## config.mk

```make
export PLATFORM = sky130hd
export DESIGN_NAME = uart_frame_ctrl
export DESIGN_NICKNAME = d
export VERILOG_FILES = /design/src/rtl/uart_pkg.sv /design/src/rtl/uart_frame_buf.sv /design/src/rtl/uart_frame_ctrl.sv
export SDC_FILE = /design/constraint.sdc
export NUM_CORES = 1
export LEC_CHECK = 0
export CORE_UTILIZATION = 35
export CTS_CLUSTER_SIZE = 8
export DETAILED_ROUTE_END_ITERATION = 7
export MAX_ROUTING_LAYER = met4
export SLEW_MARGIN = 10
export SYNTH_ARGS = -nofsm -noshare
export SYNTH_HDL_FRONTEND = slang
export SYNTH_SLANG_ARGS = --single-unit
export TNS_END_PERCENT = 5
```

## constraint.sdc

```tcl
create_clock -name i_Clock -period 2.13 [get_ports i_Clock]
set_input_delay 0.213 -clock i_Clock [delete_from_list [all_inputs] [get_ports i_Clock]]
set_output_delay 0.213 -clock i_Clock [all_outputs]
set_load 0.05 [all_outputs]
```

## src/rtl/uart_pkg.sv

```systemverilog
// Shared definitions for the UART frame controller.
// Contents: FSM state encoding, error codes and the default sync marker.
package uart_pkg;

  typedef enum logic [2:0] {
    S_IDLE    = 3'd0,
    S_CMD     = 3'd1,
    S_LEN     = 3'd2,
    S_PAYLOAD = 3'd3,
    S_CSUM    = 3'd4,
    S_HOLD    = 3'd5
  } state_t;

  localparam logic [1:0] ERR_CSUM    = 2'b01;
  localparam logic [1:0] ERR_LEN     = 2'b10;
  localparam logic [1:0] ERR_TIMEOUT = 2'b11;

  localparam logic [7:0] DEF_SYNC_BYTE = 8'hA5;

endpackage

```

## src/rtl/uart_frame_buf.sv

```systemverilog
// Payload buffer for the frame controller.
// It is a MAX_LEN x 8 register array with one synchronous write port and one combinational read port.
module uart_frame_buf #(
  parameter int MAX_LEN = 16,
  parameter int AW      = (MAX_LEN > 1) ? $clog2(MAX_LEN) : 1
) (
  input  logic          i_Clock,
  input  logic          i_We,
  input  logic [AW-1:0] i_Wr_Addr,
  input  logic [7:0]    i_Wr_Data,
  input  logic [AW-1:0] i_Rd_Addr,
  output logic [7:0]    o_Rd_Data
);

  logic [7:0] mem_q [MAX_LEN];

  // Contents are meaningful only while a frame is held, so no reset is needed.
  always_ff @(posedge i_Clock) begin
    if (i_We) begin
      mem_q[i_Wr_Addr] <= i_Wr_Data;
    end
  end

  assign o_Rd_Data = mem_q[i_Rd_Addr];

endmodule

```

## src/rtl/uart_frame_ctrl.sv

```systemverilog
// Frame controller behind the UART receiver. Frame format: sync, cmd, len, payload, XOR checksum.
// Optional per-event statistics counters are enabled by defining UART_FRAME_STATS_EN.
module uart_frame_ctrl
  import uart_pkg::*;
#(
  parameter int         MAX_LEN      = 16,
  parameter int         TIMEOUT_CLKS = 17400,
  parameter logic [7:0] SYNC_BYTE    = DEF_SYNC_BYTE
) (
  input  logic        i_Clock,
  input  logic        i_Rst_n,
  input  logic        i_Rx_DV,
  input  logic [7:0]  i_Rx_Byte,
  output logic        o_Frame_Valid,
  input  logic        i_Frame_Ack,
  output logic [7:0]  o_Cmd,
  output logic [7:0]  o_Len,
  input  logic [((MAX_LEN > 1) ? $clog2(MAX_LEN) : 1)-1:0] i_Rd_Addr,
  output logic [7:0]  o_Rd_Data,
  output logic        o_Err_Valid,
  output logic [1:0]  o_Err_Code,
  output logic        o_Overrun
`ifdef UART_FRAME_STATS_EN
  ,
  output logic [15:0] o_Good_Cnt,
  output logic [15:0] o_Err_Cnt,
  output logic [15:0] o_Ovr_Cnt
`endif
);

  localparam int AW = (MAX_LEN > 1) ? $clog2(MAX_LEN) : 1;
  localparam int TW = (TIMEOUT_CLKS > 1) ? $clog2(TIMEOUT_CLKS) : 1;
  localparam logic [TW-1:0] TMO_MAX = TW'(TIMEOUT_CLKS - 1);
  localparam logic [7:0] MAX_LEN_B = 8'(MAX_LEN);

  state_t        state_q, state_d;
  logic [7:0]    cmd_q, cmd_d;
  logic [7:0]    len_q, len_d;
  logic [7:0]    csum_q, csum_d;
  logic [AW-1:0] idx_q, idx_d;
  logic [TW-1:0] tmo_q, tmo_d;
  logic          err_valid_q, err_valid_d;
  logic [1:0]    err_code_q, err_code_d;
  logic          overrun_q, overrun_d;
  logic          buf_we;
  logic          active;

  always_comb begin
    state_d     = state_q;
    cmd_d       = cmd_q;
    len_d       = len_q;
    csum_d      = csum_q;
    idx_d       = idx_q;
    tmo_d       = tmo_q;
    err_valid_d = 1'b0;
    err_code_d  = err_code_q;
    overrun_d   = 1'b0;
    buf_we      = 1'b0;
    active      = (state_q == S_CMD) || (state_q == S_LEN) ||
                  (state_q == S_PAYLOAD) || (state_q == S_CSUM);

    if (active) begin
      tmo_d = i_Rx_DV ? '0 : tmo_q + TW'(1);
    end

    unique case (state_q)
      S_IDLE: begin
        if (i_Rx_DV && (i_Rx_Byte == SYNC_BYTE)) state_d = S_CMD;
      end
      S_CMD: begin
        if (i_Rx_DV) begin
          cmd_d   = i_Rx_Byte;
          csum_d  = i_Rx_Byte;
          state_d = S_LEN;
        end
      end
      S_LEN: begin
        if (i_Rx_DV) begin
          if (i_Rx_Byte > MAX_LEN_B) begin
            err_valid_d = 1'b1;
            err_code_d  = ERR_LEN;
            state_d     = S_IDLE;
          end else begin
            len_d  = i_Rx_Byte;
            csum_d = csum_q ^ i_Rx_Byte;
            if (i_Rx_Byte == 8'd0) begin
              state_d = S_CSUM;
            end else begin
              idx_d   = '0;
              state_d = S_PAYLOAD;
            end
          end
        end
      end
      S_PAYLOAD: begin
        if (i_Rx_DV) begin
          buf_we = 1'b1;
          csum_d = csum_q ^ i_Rx_Byte;
          idx_d  = idx_q + AW'(1);
          if (8'(idx_q) == (len_q - 8'd1)) state_d = S_CSUM;
        end
      end
      S_CSUM: begin
        if (i_Rx_DV) begin
          if (i_Rx_Byte == csum_q) begin
            state_d = S_HOLD;
          end else begin
            err_valid_d = 1'b1;
            err_code_d  = ERR_CSUM;
            state_d     = S_IDLE;
          end
        end
      end
      S_HOLD: begin
        // The buffer stays frozen until the consumer acks, so any arriving byte is lost.
        if (i_Rx_DV) overrun_d = 1'b1;
        if (i_Frame_Ack) state_d = S_IDLE;
      end
      default: state_d = S_IDLE;
    endcase

    // A strobe in the expiry cycle wins over the timeout.
    if (active && !i_Rx_DV && (tmo_q == TMO_MAX)) begin
      err_valid_d = 1'b1;
      err_code_d  = ERR_TIMEOUT;
      state_d     = S_IDLE;
      tmo_d       = '0;
    end
  end

  always_ff @(posedge i_Clock) begin
    if (!i_Rst_n) begin
      state_q     <= S_IDLE;
      cmd_q       <= '0;
      len_q       <= '0;
      csum_q      <= '0;
      idx_q       <= '0;
      tmo_q       <= '0;
      err_valid_q <= 1'b0;
      err_code_q  <= '0;
      overrun_q   <= 1'b0;
    end else begin
      state_q     <= state_d;
      cmd_q       <= cmd_d;
      len_q       <= len_d;
      csum_q      <= csum_d;
      idx_q       <= idx_d;
      tmo_q       <= tmo_d;
      err_valid_q <= err_valid_d;
      err_code_q  <= err_code_d;
      overrun_q   <= overrun_d;
    end
  end

  uart_frame_buf #(
    .MAX_LEN (MAX_LEN),
    .AW      (AW)
  ) u_buf (
    .i_Clock   (i_Clock),
    .i_We      (buf_we),
    .i_Wr_Addr (idx_q),
    .i_Wr_Data (i_Rx_Byte),
    .i_Rd_Addr (i_Rd_Addr),
    .o_Rd_Data (o_Rd_Data)
  );

  assign o_Frame_Valid = (state_q == S_HOLD);
  assign o_Cmd         = cmd_q;
  assign o_Len         = len_q;
  assign o_Err_Valid   = err_valid_q;
  assign o_Err_Code    = err_code_q;
  assign o_Overrun     = overrun_q;

`ifdef UART_FRAME_STATS_EN
  logic [15:0] good_cnt_q, good_cnt_d;
  logic [15:0] err_cnt_q, err_cnt_d;
  logic [15:0] ovr_cnt_q, ovr_cnt_d;

  // Counters advance alongside the event they count and stick at all-ones.
  always_comb begin
    good_cnt_d = good_cnt_q;
    err_cnt_d  = err_cnt_q;
    ovr_cnt_d  = ovr_cnt_q;
    if ((state_d == S_HOLD) && (state_q != S_HOLD) && (good_cnt_q != 16'hFFFF))
      good_cnt_d = good_cnt_q + 16'd1;
    if (err_valid_d && (err_cnt_q != 16'hFFFF))
      err_cnt_d = err_cnt_q + 16'd1;
    if (overrun_d && (ovr_cnt_q != 16'hFFFF))
      ovr_cnt_d = ovr_cnt_q + 16'd1;
  end

  always_ff @(posedge i_Clock) begin
    if (!i_Rst_n) begin
      good_cnt_q <= '0;
      err_cnt_q  <= '0;
      ovr_cnt_q  <= '0;
    end else begin
      good_cnt_q <= good_cnt_d;
      err_cnt_q  <= err_cnt_d;
      ovr_cnt_q  <= ovr_cnt_d;
    end
  end

  assign o_Good_Cnt = good_cnt_q;
  assign o_Err_Cnt  = err_cnt_q;
  assign o_Ovr_Cnt  = ovr_cnt_q;
`endif

endmodule

```

==> impl_summary.log <==
[metrics] run status: finished, violations left
[metrics] failing checks: setup timing
[metrics] # H-tree levels: 4
[metrics] flop and latch count out of synthesis: 178
[metrics] overall die area: 0.0225 mm2
[metrics] effective utilization at floorplan: 36.1%
[metrics] total routing usage reported by global routing: 16.9%
[metrics] RSZ-0062 raised after global routing: yes
[metrics] clock buffers created by TritonCTS: 17
[metrics] total nets after synthesis: 547
[metrics] FF-to-FF End: o_Len[4]$_SDFFE_PN0P_
[metrics] DPL Wire Length: 11.9 mm
[metrics] portion of the post-synthesis area used by sequential elements: 63.1%
[metrics] area added between synthesis and finish: 22.8%
[metrics] clock tree from TritonCTS: built
[metrics] TritonRoute pass-1 iters: 5
[metrics] final net count: 646
[metrics] Die X-Extent: 150 um
[metrics] GR Util met1: 21.2%
[metrics] setup slack at placement: -244 ps
[metrics] clock latency of the later-clocked register in the worst-skew pair: 430 ps
[metrics] root buffer cell: sky130_fd_sc_hd__clkbuf_16
[metrics] Leakage Power: 3.19 nW
[metrics] commonest non-fill, non-tap cells in the layout: 128 x sky130_fd_sc_hd__edfxtp_1, 64 x sky130_fd_sc_hd__buf_4, 52 x sky130_fd_sc_hd__nor2_1
[metrics] number of synthesis warnings: 0
[metrics] Setup crit end kind: primary output
[metrics] share of synthesized cell area in full adder, half adder and majority cells: 0.978%
[metrics] vertical extent of the die: 150 um
[metrics] number of cells produced by synthesis: 525
[metrics] critical path fanouts, max: 1
[metrics] final antenna diode count: 0
[metrics] final instance area: 0.00943 mm2
[metrics] antenna violations before repair: 0
[metrics] count of unique library cells instantiated by Yosys: 56
[metrics] main combinational cell family by area after synthesis: multiplexers
[metrics] Worst R2R Start: state_q[1]$_SDFFE_PP0P_
[metrics] GR Overflow Total: 0
[metrics] compound-gate portion of the synthesized area: 7.27%
[metrics] drt initial violations: 282
[metrics] wire length per cell after detailed routing: 18.5 um
[metrics] CTS sink count: 178
[metrics] min Tclk post-route: 2190 ps
[metrics] Placer Congestion: 0.837
[metrics] final hold violation count: 0
[metrics] Critical Path RT: 1920 ps
[metrics] number of global-route vias before repair: 4962
[metrics] share of the core filled with cells in the final layout: 44.3%
[metrics] share of post-route cells with drive strength above 1: 25.0%
[metrics] worst clock skew on the final layout: 12.8 ps
[metrics] category of the most critical setup path: flip-flop to primary output
[metrics] peak supply drop: 0.565 mV
[metrics] Filler Cell Count: 1893
[metrics] most common cell after layout, fill and taps aside: sky130_fd_sc_hd__edfxtp_1
[metrics] GR peak layer: met2
[metrics] Reg clk slew, reported paths: 70 ps
[metrics] relative slew slack: 46.8%
[metrics] wire length of the first global-routing pass: 27.3 mm
[metrics] share of flip-flops with an asynchronous set or reset: 0%
[metrics] share of synthesized cell area in and, or, nand and nor gates: 9.42%
[metrics] final-layout worst hold slack: 483 ps
[metrics] register-to-register path setup slack: 260 ps
[metrics] count of buffers from port buffering: 44
[metrics] Min-Delay Startpoint: o_Cmd[5]$_SDFFE_PN0P_
[metrics] routed wire length: 16.9 mm
[metrics] mean instance size in the synthesized netlist: 14.6 um2
[metrics] area inside the core boundary: 0.0213 mm2
[metrics] XOR/XNOR Fraction of Synth Area: 2.28%
[metrics] Highest Clock Rate: 456 MHz
[metrics] total power consumption of the routed design: 0.00824 W
[metrics] # hold bufs at CTS: 0
[metrics] Worst Max-Slew Pin Slew: 797 ps
[metrics] number of top-level pins: 45
[metrics] final critical-path share of the clock period: 103%
[metrics] logic depth of the worst register-to-register path: 5
[metrics] clock buffer depth: 2
[metrics] Hold WC Path Type: flip-flop to flip-flop
[metrics] Routed Antenna Nets: 0
[metrics] detailed-route vias per instance: 5.20
[metrics] capture endpoint of the worst hold path: o_Cmd[5]$_SDFFE_PN0P_
[metrics] Cell Pwr Density: 873 mW/mm2
[metrics] number of setup violations in the final report: 8
[metrics] depth of the worst hold-timing path: 2
[metrics] total via count in the routed design: 4739
[metrics] Critical Path Start Type: flip-flop
[metrics] met3 usage: 3.79%
[metrics] GR met2 Demand/Resource: 27.6%
[metrics] number of enable flip-flop cells after synthesis: 128
[metrics] predominant post-synthesis flop cell: sky130_fd_sc_hd__edfxtp_1
[metrics] post-synthesis instance area: 0.00768 mm2
[metrics] dpl cell area: 0.00879 mm2
[metrics] CP Data Arrival Time: 1980 ps
[metrics] DRC Markers: 0
[metrics] number of max-cap violations: 0
[metrics] number of max-slew violations in the final report: 0
[metrics] largest net degree at the start of global routing: 24
[metrics] multiplexer fraction of the synthesized cell area: 13.3%
[metrics] Cell Rows: 53
[metrics] setup slack after layout: -62.6 ps
## sequential cells by signal, indices dropped and copies added (netlist names), 2 cells and up
name / count
tmo_q: 15
u_buf.mem_q: 128
csum_q: 8
o_Len: 8
o_Err_Code: 2
state_q: 3
o_Cmd: 8
idx_q: 4
## critical path: stages (launching register included)
cell and delay [ps]:
sky130_fd_sc_hd__edfxtp_1 380, sky130_fd_sc_hd__mux4_2 470, sky130_fd_sc_hd__mux4_2 530, sky130_fd_sc_hd__buf_6 180
## power breakdown
part | total [W] | internal [W] | switching (W)
clock network | 0.00308 | 0.00167 | 0.00141
registers | 0.00387 | 0.00378 | 0.0000886
logic | 0.00129 | 0.000524 | 0.000762
total | 0.00824 | 0.00598 | 0.00226
## through the flow
stage,TNS (ps),instances
2_1_floorplan,0,525
3_3_place_gp,-3190,879
3_5_place_dp,-3500,879
4_1_cts,-606,912
5_1_grt,-858,912
6_report,-367,912
## how the worst max path moves through the flow
stage | start | endpoint | depth (start not counted)
after floorplan | state_q[2]$_SDFFE_PP0P_ | u_buf.mem_q[1][0]$_DFFE_PP_ | 6
after global placement | i_Rx_Byte[0] | state_q[0]$_SDFFE_PP0P_ | 9
after detailed placement | i_Rx_Byte[0] | state_q[0]$_SDFFE_PP0P_ | 9
after CTS | u_buf.mem_q[8][7]$_DFFE_PP_ | o_Rd_Data[7] | 3
after global routing | u_buf.mem_q[9][1]$_DFFE_PP_ | o_Rd_Data[1] | 3
final | u_buf.mem_q[8][7]$_DFFE_PP_ | o_Rd_Data[7] | 3
## routing by layer
layer / wire [um] / up-vias
li1: - / 2232
met1: 7660 / 2370
met2: 8320 / 131
met3: 798 / 6
met4: 113 / 0
met5: 0 / -
## cells by family (layout without fill, tap and decap cells)
kind of cell	Yosys count	in the layout
muxes	52	52
DFF	178	178
and+or+nand+nor	142	142
adders and majority gates	6	6
xor gates and xnor gates	20	20
buffers and inverters	49	161
AOI/OAI and AO/OA	78	78
## final cells by class
cell class | count | area, um2 | share of cell area [%]
inverter | 16 | 60.1 | 0.637
clock inverter | 14 | 160 | 1.70
tap | 275 | 344 | 3.65
multi-input combinational | 298 | 2550 | 27.1
sequential | 178 | 4840 | 51.4
clock buffer | 18 | 429 | 4.55
timing repair buffer | 113 | 1040 | 11.0
## synth_stat cells, types with 7 or more instances
master / instances / area, um2
sky130_fd_sc_hd__dfxtp_1: 50 / 1000
sky130_fd_sc_hd__inv_1: 16 / 60.1
sky130_fd_sc_hd__xor2_1: 12 / 105
sky130_fd_sc_hd__mux2i_1: 12 / 120
sky130_fd_sc_hd__nand4_1: 9 / 56.3
sky130_fd_sc_hd__o21ai_0: 13 / 65.1
sky130_fd_sc_hd__a21oi_1: 15 / 75.1
sky130_fd_sc_hd__o21a_1: 9 / 67.6
sky130_fd_sc_hd__buf_6: 7 / 78.8
sky130_fd_sc_hd__nand2_1: 16 / 60.1
sky130_fd_sc_hd__nor4_1: 9 / 56.3
sky130_fd_sc_hd__nand3_1: 11 / 55.1
sky130_fd_sc_hd__nor3_1: 14 / 70.1
sky130_fd_sc_hd__clkbuf_1: 8 / 30.0
sky130_fd_sc_hd__xnor2_1: 8 / 70.1
sky130_fd_sc_hd__nor2_1: 52 / 195
sky130_fd_sc_hd__edfxtp_1: 128 / 3840
sky130_fd_sc_hd__mux4_2: 40 / 901
## what timing repair did
action	4_1_cts	5_1_grt
gates cloned	1	0
endpoints found under the hold margin	0	0
buffers inserted	0	0
endpoints found under the setup margin	8	8
resized for setup	10	0
No activity file was read; power rests on OpenSTA's default activity.
